**config.mk**
```make
export PLATFORM = sky130hd
export DESIGN_NAME = radio_ctrl_axil_regs_flat
export DESIGN_NICKNAME = d
export VERILOG_FILES = /design/src/rtl/radio_ctrl_axil_regs_if.sv /design/src/rtl/radio_ctrl_axil_regs.sv /design/src/flat_wrapper.sv
export SDC_FILE = /design/constraint.sdc
export NUM_CORES = 1
export LEC_CHECK = 0
export ABC_AREA = 1
export CORE_MARGIN = 5
export CORE_UTILIZATION = 50
export DETAILED_ROUTE_END_ITERATION = 12
export GPL_TIMING_DRIVEN = 0
export HOLD_SLACK_MARGIN = 0.05
export MAX_ROUTING_LAYER = met4
export PLACE_DENSITY = 0.83
export SLEW_MARGIN = 20
export SYNTH_ARGS = -nofsm -noshare
export SYNTH_HDL_FRONTEND = slang
export SYNTH_SLANG_ARGS = --single-unit
```
**constraint.sdc**
```tcl
create_clock -name clk125 -period 3.5 [get_ports clk125]
set_input_delay 0.7 -clock clk125 [delete_from_list [all_inputs] [get_ports clk125]]
set_output_delay 0.7 -clock clk125 [all_outputs]
set_load 0.005 [all_outputs]
```
**src/rtl/radio_ctrl_axil_regs_if.sv**
```systemverilog
// AXI4-Lite bus bundle between the PS master and the radio register block.
interface radio_ctrl_axil_regs_if #(
  parameter int ADDR_W = 4
);
  logic [ADDR_W-1:0] awaddr;
  logic              awvalid;
  logic              awready;
  logic [31:0]       wdata;
  logic [3:0]        wstrb;
  logic              wvalid;
  logic              wready;
  logic [1:0]        bresp;
  logic              bvalid;
  logic              bready;
  logic [ADDR_W-1:0] araddr;
  logic              arvalid;
  logic              arready;
  logic [31:0]       rdata;
  logic [1:0]        rresp;
  logic              rvalid;
  logic              rready;

  modport master (
    output awaddr, awvalid, input awready,
    output wdata, wstrb, wvalid, input wready,
    input  bresp, bvalid, output bready,
    output araddr, arvalid, input arready,
    input  rdata, rresp, rvalid, output rready
  );

  modport slave (
    input  awaddr, awvalid, output awready,
    input  wdata, wstrb, wvalid, output wready,
    output bresp, bvalid, input bready,
    input  araddr, arvalid, output arready,
    output rdata, rresp, rvalid, input rready
  );
endinterface

```
**src/rtl/radio_ctrl_axil_regs.sv**
```systemverilog
// AXI4-Lite register block for the radio peripheral: two phase increments,
// the DDS reset control and a free-running clock counter.
module radio_ctrl_axil_regs #(
  parameter int ADDR_W = 4,
  parameter int CNT_W  = 32
) (
  input  logic                  clk125,
  input  logic                  resetn,
  radio_ctrl_axil_regs_if.slave s_axi,
  output logic [31:0]           adc_pinc,
  output logic [31:0]           tune_pinc,
  output logic                  dds_rst
);

  localparam int IDX_W = ADDR_W - 2;
  localparam logic [IDX_W-1:0] IDX_ADC  = IDX_W'(0);
  localparam logic [IDX_W-1:0] IDX_TUNE = IDX_W'(1);
  localparam logic [IDX_W-1:0] IDX_CTRL = IDX_W'(2);
  localparam logic [IDX_W-1:0] IDX_CNT  = IDX_W'(3);
  localparam logic [1:0] RESP_OKAY   = 2'b00;
  localparam logic [1:0] RESP_SLVERR = 2'b10;

  logic             active_q, active_d;
  logic             aw_held_q, aw_held_d;
  logic [IDX_W-1:0] aw_idx_q, aw_idx_d;
  logic             w_held_q, w_held_d;
  logic [31:0]      wdata_q, wdata_d;
  logic [3:0]       wstrb_q, wstrb_d;
  logic             bvalid_q, bvalid_d;
  logic [1:0]       bresp_q, bresp_d;
  logic             rvalid_q, rvalid_d;
  logic [31:0]      rdata_q, rdata_d;
  logic [31:0]      adc_q, adc_d;
  logic [31:0]      tune_q, tune_d;
  logic             ctrl_q, ctrl_d;
  logic [CNT_W-1:0] cnt_q, cnt_d;

  logic             aw_hs, w_hs, ar_hs, commit;
  logic [IDX_W-1:0] ar_idx;
  logic [31:0]      rd_mux;
  logic             unused_addr_bits;

  // Byte-lane merge of new write data into an existing register value.
  function automatic logic [31:0] merge_bytes(input logic [31:0] old_val,
                                              input logic [31:0] new_val,
                                              input logic [3:0]  strb);
    logic [31:0] res;
    res = old_val;
    for (int b = 0; b < 4; b++) begin
      if (strb[b]) res[8*b +: 8] = new_val[8*b +: 8];
    end
    return res;
  endfunction

  // The low address bits select a byte within a word and are not decoded.
  assign unused_addr_bits = ^{s_axi.awaddr[1:0], s_axi.araddr[1:0]};

  // Handshakes gate on active_q so the bus stays silent until the first edge after reset.
  assign s_axi.awready = active_q && !aw_held_q && !bvalid_q;
  assign s_axi.wready  = active_q && !w_held_q && !bvalid_q;
  assign s_axi.arready = active_q && !rvalid_q;
  assign s_axi.bvalid  = bvalid_q;
  assign s_axi.bresp   = bresp_q;
  assign s_axi.rvalid  = rvalid_q;
  assign s_axi.rdata   = rdata_q;
  assign s_axi.rresp   = RESP_OKAY;

  assign aw_hs  = s_axi.awvalid && s_axi.awready;
  assign w_hs   = s_axi.wvalid && s_axi.wready;
  assign ar_hs  = s_axi.arvalid && s_axi.arready;
  assign commit = aw_held_q && w_held_q;
  assign ar_idx = s_axi.araddr[ADDR_W-1:2];

  assign adc_pinc  = adc_q;
  assign tune_pinc = tune_q;
  assign dds_rst   = ctrl_q;

  // Read mux over current register values, so a same-edge write is not seen.
  always_comb begin
    rd_mux = 32'h0;
    if (ar_idx == IDX_ADC)       rd_mux = adc_q;
    else if (ar_idx == IDX_TUNE) rd_mux = tune_q;
    else if (ar_idx == IDX_CTRL) rd_mux = {31'h0, ctrl_q};
    else if (ar_idx == IDX_CNT)  rd_mux = cnt_q;
  end

  // Next-state: latch AW/W independently, commit once both are held, run the read channel.
  always_comb begin
    active_d  = 1'b1;
    aw_held_d = aw_held_q;
    aw_idx_d  = aw_idx_q;
    w_held_d  = w_held_q;
    wdata_d   = wdata_q;
    wstrb_d   = wstrb_q;
    bvalid_d  = bvalid_q;
    bresp_d   = bresp_q;
    rvalid_d  = rvalid_q;
    rdata_d   = rdata_q;
    adc_d     = adc_q;
    tune_d    = tune_q;
    ctrl_d    = ctrl_q;
    cnt_d     = cnt_q + 1'b1;

    if (aw_hs) begin
      aw_held_d = 1'b1;
      aw_idx_d  = s_axi.awaddr[ADDR_W-1:2];
    end
    if (w_hs) begin
      w_held_d = 1'b1;
      wdata_d  = s_axi.wdata;
      wstrb_d  = s_axi.wstrb;
    end

    if (commit) begin
      aw_held_d = 1'b0;
      w_held_d  = 1'b0;
      bvalid_d  = 1'b1;
      bresp_d   = RESP_OKAY;
      if (aw_idx_q == IDX_ADC) begin
        adc_d = merge_bytes(adc_q, wdata_q, wstrb_q);
      end else if (aw_idx_q == IDX_TUNE) begin
        tune_d = merge_bytes(tune_q, wdata_q, wstrb_q);
      end else if (aw_idx_q == IDX_CTRL) begin
        if (wstrb_q[0]) ctrl_d = wdata_q[0];
      end else begin
        bresp_d = RESP_SLVERR;
      end
    end else if (bvalid_q && s_axi.bready) begin
      bvalid_d = 1'b0;
    end

    if (ar_hs) begin
      rvalid_d = 1'b1;
      rdata_d  = rd_mux;
    end else if (rvalid_q && s_axi.rready) begin
      rvalid_d = 1'b0;
    end
  end

  // State registers; reset aborts any transaction in flight without a response.
  always_ff @(posedge clk125 or negedge resetn) begin
    if (!resetn) begin
      active_q  <= 1'b0;
      aw_held_q <= 1'b0;
      aw_idx_q  <= '0;
      w_held_q  <= 1'b0;
      wdata_q   <= 32'h0;
      wstrb_q   <= 4'h0;
      bvalid_q  <= 1'b0;
      bresp_q   <= RESP_OKAY;
      rvalid_q  <= 1'b0;
      rdata_q   <= 32'h0;
      adc_q     <= 32'h0;
      tune_q    <= 32'h0;
      ctrl_q    <= 1'b0;
      cnt_q     <= '0;
    end else begin
      active_q  <= active_d;
      aw_held_q <= aw_held_d;
      aw_idx_q  <= aw_idx_d;
      w_held_q  <= w_held_d;
      wdata_q   <= wdata_d;
      wstrb_q   <= wstrb_d;
      bvalid_q  <= bvalid_d;
      bresp_q   <= bresp_d;
      rvalid_q  <= rvalid_d;
      rdata_q   <= rdata_d;
      adc_q     <= adc_d;
      tune_q    <= tune_d;
      ctrl_q    <= ctrl_d;
      cnt_q     <= cnt_d;
    end
  end

endmodule

```
**src/flat_wrapper.sv**
```systemverilog
// flat-port wrapper written by rule: the top's interface ports become plain ports
module radio_ctrl_axil_regs_flat 
#(
  parameter int ADDR_W = 4,
  parameter int CNT_W  = 32
)
  (clk125, resetn, adc_pinc, tune_pinc, dds_rst, s_axi_awaddr, s_axi_awvalid, s_axi_awready, s_axi_wdata, s_axi_wstrb, s_axi_wvalid, s_axi_wready, s_axi_bresp, s_axi_bvalid, s_axi_bready, s_axi_araddr, s_axi_arvalid, s_axi_arready, s_axi_rdata, s_axi_rresp, s_axi_rvalid, s_axi_rready);
  radio_ctrl_axil_regs_if #(.ADDR_W(ADDR_W)) s_axi_i ();
  input  logic clk125;
  input  logic resetn;
  output logic [31:0] adc_pinc;
  output logic [31:0] tune_pinc;
  output logic dds_rst;
  input wire logic [$bits(s_axi_i.awaddr)-1:0] s_axi_awaddr;
  input wire logic [$bits(s_axi_i.awvalid)-1:0] s_axi_awvalid;
  output wire logic [$bits(s_axi_i.awready)-1:0] s_axi_awready;
  input wire logic [$bits(s_axi_i.wdata)-1:0] s_axi_wdata;
  input wire logic [$bits(s_axi_i.wstrb)-1:0] s_axi_wstrb;
  input wire logic [$bits(s_axi_i.wvalid)-1:0] s_axi_wvalid;
  output wire logic [$bits(s_axi_i.wready)-1:0] s_axi_wready;
  output wire logic [$bits(s_axi_i.bresp)-1:0] s_axi_bresp;
  output wire logic [$bits(s_axi_i.bvalid)-1:0] s_axi_bvalid;
  input wire logic [$bits(s_axi_i.bready)-1:0] s_axi_bready;
  input wire logic [$bits(s_axi_i.araddr)-1:0] s_axi_araddr;
  input wire logic [$bits(s_axi_i.arvalid)-1:0] s_axi_arvalid;
  output wire logic [$bits(s_axi_i.arready)-1:0] s_axi_arready;
  output wire logic [$bits(s_axi_i.rdata)-1:0] s_axi_rdata;
  output wire logic [$bits(s_axi_i.rresp)-1:0] s_axi_rresp;
  output wire logic [$bits(s_axi_i.rvalid)-1:0] s_axi_rvalid;
  input wire logic [$bits(s_axi_i.rready)-1:0] s_axi_rready;
  assign s_axi_i.awaddr = s_axi_awaddr;
  assign s_axi_i.awvalid = s_axi_awvalid;
  assign s_axi_awready = s_axi_i.awready;
  assign s_axi_i.wdata = s_axi_wdata;
  assign s_axi_i.wstrb = s_axi_wstrb;
  assign s_axi_i.wvalid = s_axi_wvalid;
  assign s_axi_wready = s_axi_i.wready;
  assign s_axi_bresp = s_axi_i.bresp;
  assign s_axi_bvalid = s_axi_i.bvalid;
  assign s_axi_i.bready = s_axi_bready;
  assign s_axi_i.araddr = s_axi_araddr;
  assign s_axi_i.arvalid = s_axi_arvalid;
  assign s_axi_arready = s_axi_i.arready;
  assign s_axi_rdata = s_axi_i.rdata;
  assign s_axi_rresp = s_axi_i.rresp;
  assign s_axi_rvalid = s_axi_i.rvalid;
  assign s_axi_i.rready = s_axi_rready;
  radio_ctrl_axil_regs #(.ADDR_W(ADDR_W), .CNT_W(CNT_W)) u_core (.clk125(clk125), .resetn(resetn), .s_axi(s_axi_i), .adc_pinc(adc_pinc), .tune_pinc(tune_pinc), .dds_rst(dds_rst));
endmodule
```
==> results.sh, run 1 <==
export IMPL_route_vias_total=6957
export IMPL_synth_simple_area_share=0.2412
export IMPL_crit_arrival_ps=1760
export IMPL_seq_area_frac_synth=0.5572
export IMPL_placed_area_sq_um=9564
export IMPL_yosysWarnings=0
export IMPL_whs_ps=479.2
export IMPL_antenna_found_initial=0
export IMPL_synth_top_area_cell="dfrtp_1"
export IMPL_setup_violations=0
export IMPL_synth_edf_count=0
export IMPL_crit_chain="nor3_1, clkdlybuf4s50_1"
export IMPL_yosys_register_bits=173
export IMPL_slew_viol_final=0
export IMPL_p_per_area_nw_per_um2=773.7
export IMPL_synth_top_family_by_area="simple AND/OR/NAND/NOR gates"
export IMPL_finClkSkew_ps=5.630
export IMPL_fin_ws_ps=1040
export IMPL_fmax_mhz=406.4
export IMPL_yosys_top_cells_area="dfrtp_1, nand2_1, nor2_1"
export IMPL_grt_usage=0.2617
export IMPL_grt_max_degree=103
export IMPL_post_cts_setup_buffers=0
export IMPL_clkTransAtPathRegs_ps=60
export IMPL_die_area_sq_um=18130
export IMPL_critPathTopFamily="buffers and inverters"
export IMPL_start_util=0.5111
export IMPL_finalCritPeriodShare=0.7030
export IMPL_cts_tree="done"
export IMPL_cpMaxStageDelayCell="clkdlybuf4s50_1"
export IMPL_gr_total_overflow=0
export IMPL_fill_cells=1169
export IMPL_die_x_um=134.7
export IMPL_min_path_type="reg2reg"
export IMPL_avgSynthCellArea_sq_um=8.275
export IMPL_p_leak_nw=4.926
export IMPL_synthMuxAreaShare=0
export IMPL_syn_area_sq_um=7770
export IMPL_final_area_sq_um=10230
export IMPL_setup_worst_path_end_class="primary output"
export IMPL_dr_pass1_iters=5
export IMPL_syn_inst=939
export IMPL_place_ws_ps=1124
export IMPL_synthXorXnorAreaFrac=0.01465
export IMPL_rsz0062_at_grt="no"
export IMPL_final_nets=1164
export IMPL_portBuffers=149
export IMPL_synth_top_area_frac=0.5572
export IMPL_synth_top_flop_cell="dfrtp_1"
export IMPL_power_mw=7.916
export IMPL_drcViolationCount=0
export IMPL_fp_row_count=45
export IMPL_htree_levels=4
export IMPL_grt_pass1_wl_mm=35.87
export IMPL_cts_root_buf="clkbuf_16"
export IMPL_seq_area_sq_um=4329
export IMPL_synthAdderAreaFrac=0.001610
export IMPL_cp_max_fo=4
export IMPL_ys_types=25
export IMPL_layout_drive_gt1_share=0.09333
export IMPL_layoutNonFillerInstCount=1313
export IMPL_slowest_delay_ps=580
export IMPL_tns_ps=0
export IMPL_synthArstFlopShare=1.000
export IMPL_area_growth_pct=31.68
export IMPL_clock_latency_ps=430
export IMPL_worst_slew_pin_transition_ps=604.7
export IMPL_chipHeight_um=134.7
export IMPL_cts_buffer_depth=2
export IMPL_hold_violations=0
export IMPL_diodes=0
export IMPL_first_global_vias=6978
export IMPL_multiInputGateArea_sq_um=2867
export IMPL_ioPinCount=157
export IMPL_antenna_left=0
export IMPL_numCtsBuffers=17
export IMPL_critPathKind="reg2out"
export IMPL_startpoint_type="flop"
export IMPL_drtIter0Drc=570
export IMPL_slew_headroom=0.5968
export IMPL_cp_data_required_time_ps=2800
export IMPL_synth_compound_area_frac=0.1095
export IMPL_totalWireLength_mm=22.30
export IMPL_core_sq_um=15200
export IMPL_clock_sinks=173
export IMPL_dp_cells=1280
export IMPL_post_route_util=0.6730
export IMPL_hpwl_mm=16.45
export IMPL_ir_drop_mv=0.4947
export IMPL_via_per_inst=5.299
export IMPL_wl_per_cell_um=16.99
export IMPL_fin_crit_ps=2460
export IMPL_maxCapViolations=0
export IMPL_status="finished clean"
export IMPL_globalplace_congestion=0.9286
export IMPL_cp_buffers_inverters=1
==> timing repair <==
action / 4_1_cts / 5_1_grt
hold buffers: 1 / 0
endpoints found under the hold margin: 1 / 0
gates resized for setup: 0 / 0
endpoints found under the setup margin: 0 / 0
==> cell type report <==
type                            instances  area share
Sequential cell                       173      0.4231
Multi-Input combinational cell        641      0.2802
Timing Repair Buffer                  152      0.1526
Clock buffer                           22     0.04635
Inverter                               95     0.03485
Tap cell                              188     0.02299
Buffer                                 32     0.02201
Clock inverter                         10     0.01785
==> cells in the final DEF (no fill, tap or decap), types with 11 or more instances in the layout <==
cell type / count
a21oi_1: 38
buf_2: 14
clkbuf_16: 17
clkdlybuf4s50_1: 148
dfrtp_1: 173
inv_1: 95
nand2_1: 319
nand3_1: 24
nor2_1: 115
o21ai_0: 54
o21ai_1: 23
o21ai_2: 28
xor2_1: 11
==> cells by family after synthesis <==
kind of cell / Yosys count
adders and majority gates: 1
DFF: 173
other: 2
xor gates and xnor gates: 13
AOI/OAI and AO/OA: 147
buffers and inverters: 127
and+or+nand+nor: 476
==> cells in the mapped netlist, types with 10 or more instances <==
cell type / number
inv_1: 95
o21ai_2: 28
o21ai_1: 23
nand3_1: 24
nand2_1: 319
nor2_1: 115
o21ai_0: 54
a21oi_1: 38
xor2_1: 11
buf_2: 14
buf_6: 10
dfrtp_1: 173
==> tightest hold or removal path, cell delays in order (launching register included) <==
cell	delay (ps)
dfrtp_1	340
nand2_1	50
nand2_1	50
==> final timing paths <==
path	from	end	slack, ps	cells after the start
setup reg to reg	u_core.cnt_q[0]	u_core.cnt_q[28]	1820	8
hold / removal	u_core.s_axi.rdata[12]	u_core.s_axi.rdata[12]	480	2
hold reg to reg	u_core.s_axi.rdata[12]	u_core.s_axi.rdata[12]	480	2
setup / recovery	u_core.s_axi.bvalid	s_axi_awready	1040	2
max in group asynchronous	resetn	u_core.cnt_q[20]	1920	4
min in group asynchronous	resetn	u_core.wdata_q[6]	620	2
==> flip-flops by register name (all words and copies together), names as in the netlist <==
name	cells
u_core.s_axi.rvalid	1
u_core.wstrb_q	4
u_core.wdata_q	32
u_core.aw_idx_q	2
u_core.adc_pinc	32
u_core.s_axi.bresp	1
u_core.tune_pinc	32
u_core.active_q	1
u_core.s_axi.bvalid	1
u_core.dds_rst	1
u_core.s_axi.rdata	32
u_core.cnt_q	32
u_core.w_held_q	1
u_core.aw_held_q	1
==> routing by layer <==
layer | global-route usage | vias to the layer above | part of all wire
li1 | - | 3268 | -
met1 | 0.3356 | 3320 | 0.41
met2 | 0.4022 | 285 | 0.49
met3 | 0.05551 | 84 | 0.065
met4 | 0.1193 | 0 | 0.042
met5 | - | - | 0
==> power breakdown <==
group,internal (mW),leakage (nW),switching (mW)
Clock,1.32,0.325,0.780
Combinational,1.34,2.46,1.21
Sequential,2.70,2.14,0.566
Total,5.36,4.93,2.55
(Power assumes the default switching activity.)
==> inputs of run 2 (changes only) <==
CORE_UTILIZATION = 47   (was 50)
PLACE_DENSITY = 0.82   (was 0.83)
clock period = 2 ns   (was 3.5 ns; I/O delays follow)
==> run 2 against run 1 <==
  * Total power grew 75%
  * Clock power grew 76%
  * Critical path depth grew 1
  * Die area grew 5.9%
  * Critical path type unchanged
  * Critical endpoint is now s_axi_arready
  * Largest power group unchanged
==> results.sh, run 2 (synthesized netlist as in run 1, its figures left out) <==
export IMPL_status="finished clean"
export IMPL_globalplace_congestion=0.9362
export IMPL_die_x_um=138.6
export IMPL_fill_cells=1336
export IMPL_grt_max_degree=104
export IMPL_diodes=0
export IMPL_drtIter0Drc=639
export IMPL_die_area_sq_um=19200
export IMPL_area_growth_pct=32.25
export IMPL_cts_tree="done"
export IMPL_rsz0062_at_grt="no"
export IMPL_final_nets=1166
export IMPL_antenna_left=0
export IMPL_startpoint_type="flop"
export IMPL_mostFrequentLayoutCell="nand2_1"
export IMPL_setup_worst_path_end_class="primary output"
export IMPL_worst_slew_pin_transition_ps=700.2
export IMPL_slew_viol_final=0
export IMPL_layout_drive_gt1_share=0.09672
export IMPL_core_sq_um=16410
export IMPL_cp_data_required_time_ps=1600
export IMPL_finClkSkew_ps=11.27
export IMPL_gr_total_overflow=0
export IMPL_fp_row_count=47
export IMPL_portBuffers=149
export IMPL_post_route_util=0.6263
export IMPL_wl_per_cell_um=16.74
export IMPL_grt_usage=0.2444
export IMPL_cts_buffer_depth=2
export IMPL_maxCapViolations=0
export IMPL_ir_drop_mv=0.7877
export IMPL_clock_latency_ps=430
export IMPL_finalCritPeriodShare=0.9519
export IMPL_cp_max_fo=3
export IMPL_antenna_found_initial=0
export IMPL_whs_ps=476.2
export IMPL_setup_violations=0
export IMPL_ioPinCount=157
export IMPL_clkTransAtPathRegs_ps=70
export IMPL_dp_cells=1311
export IMPL_totalWireLength_mm=22.55
export IMPL_via_per_inst=5.083
export IMPL_layoutNonFillerInstCount=1347
export IMPL_htree_levels=4
export IMPL_dr_pass1_iters=5
export IMPL_clock_sinks=173
export IMPL_fin_ws_ps=96.29
export IMPL_hold_violations=0
export IMPL_cts_root_buf="clkbuf_16"
export IMPL_fmax_mhz=525.3
export IMPL_chipHeight_um=138.6
export IMPL_first_global_vias=6827
export IMPL_critPathKind="reg2out"
export IMPL_p_leak_nw=4.930
export IMPL_start_util=0.4736
export IMPL_drcViolationCount=0
export IMPL_hpwl_mm=17.00
export IMPL_grt_pass1_wl_mm=36.27
export IMPL_place_ws_ps=-100.3
export IMPL_fin_crit_ps=1904
export IMPL_mostFrequentLayoutCells="nand2_1, dfrtp_1, clkdlybuf4s50_1"
export IMPL_p_per_area_nw_per_um2=1350
export IMPL_numCtsBuffers=17
export IMPL_slew_headroom=0.5332
export IMPL_min_path_type="reg2reg"
export IMPL_route_vias_total=6847
export IMPL_crit_arrival_ps=1500
export IMPL_power_mw=13.88
[run 2: cell count changes in the layout (fill, tap and decap cells not counted), moves of 2 or more]
cell	change
clkinv_4	+2
clkinv_2	-2
clkdlybuf4s50_1	-2
dlygate4sd2_1	+2
buf_4	+3
clkinvlp_4	+2
[run 2: per-stage QoR]
| step | cell area (sq um) | TNS [ps] |
|---|---|---|
| after global placement | 9544 | -1106490 |
| after CTS | 10280 | 0 |
| after global routing | 10280 | 0 |
| after detailed placement | 9577 | -398.5 |
| final | 10280 | 0 |
| after floorplan | 7777 | 0 |
[run 2: layer usage]
| layer | up-vias | global-route usage | share of wire |
|---|---|---|---|
| met3 | 60 | 0.04966 | 0.060 |
| li1 | 3255 | - | - |
| met2 | 257 | 0.3977 | 0.48 |
| met4 | 0 | 0.08996 | 0.036 |
| met1 | 3275 | 0.3046 | 0.42 |
| met5 | - | - | 0 |
[run 2: worst max-delay path, cell delays in order (launching register included)]
cell             delay [ps]
dfrtp_1                 320
inv_1                   110
nor2_2                  130
clkdlybuf4s50_1         510
[run 2: path summary, 6_finish.rpt]
kind | from | slack [ps] | depth (start not counted) | to
setup / recovery | u_core.active_q | 100 | 3 | s_axi_arready
hold / removal | u_core.cnt_q[31] | 480 | 2 | u_core.cnt_q[31]
setup reg to reg | u_core.active_q | 280 | 6 | u_core.s_axi.rdata[12]
hold reg to reg | u_core.cnt_q[31] | 480 | 2 | u_core.cnt_q[31]
max in group asynchronous | resetn | 580 | 3 | u_core.cnt_q[28]
min in group asynchronous | resetn | 530 | 2 | u_core.adc_pinc[5]
[run 2: final cells by class]
type | count | area, sq um | area share
Inverter | 95 | 356.6 | 0.03470
Buffer | 32 | 225.2 | 0.02192
Tap cell | 220 | 275.3 | 0.02679
Multi-Input combinational cell | 641 | 2872 | 0.2794
Clock buffer | 20 | 456.7 | 0.04444
Timing Repair Buffer | 154 | 1554 | 0.1512
Clock inverter | 12 | 207.7 | 0.02021
Sequential cell | 173 | 4329 | 0.4213
[run 2: what timing repair did]
action | CTS | global route
endpoints found under the setup margin | 2 | 0
buffers inserted | 3 | 0
endpoints found under the hold margin | 70 | 0
gates resized for setup | 3 | 0
hold buffers | 1 | 0
[run 2: power by group]
part	internal (mW)	switching, mW	total [mW]
Sequential	4.72	1.00	5.73
Clock	2.30	1.40	3.69
Combinational	2.35	2.10	4.46
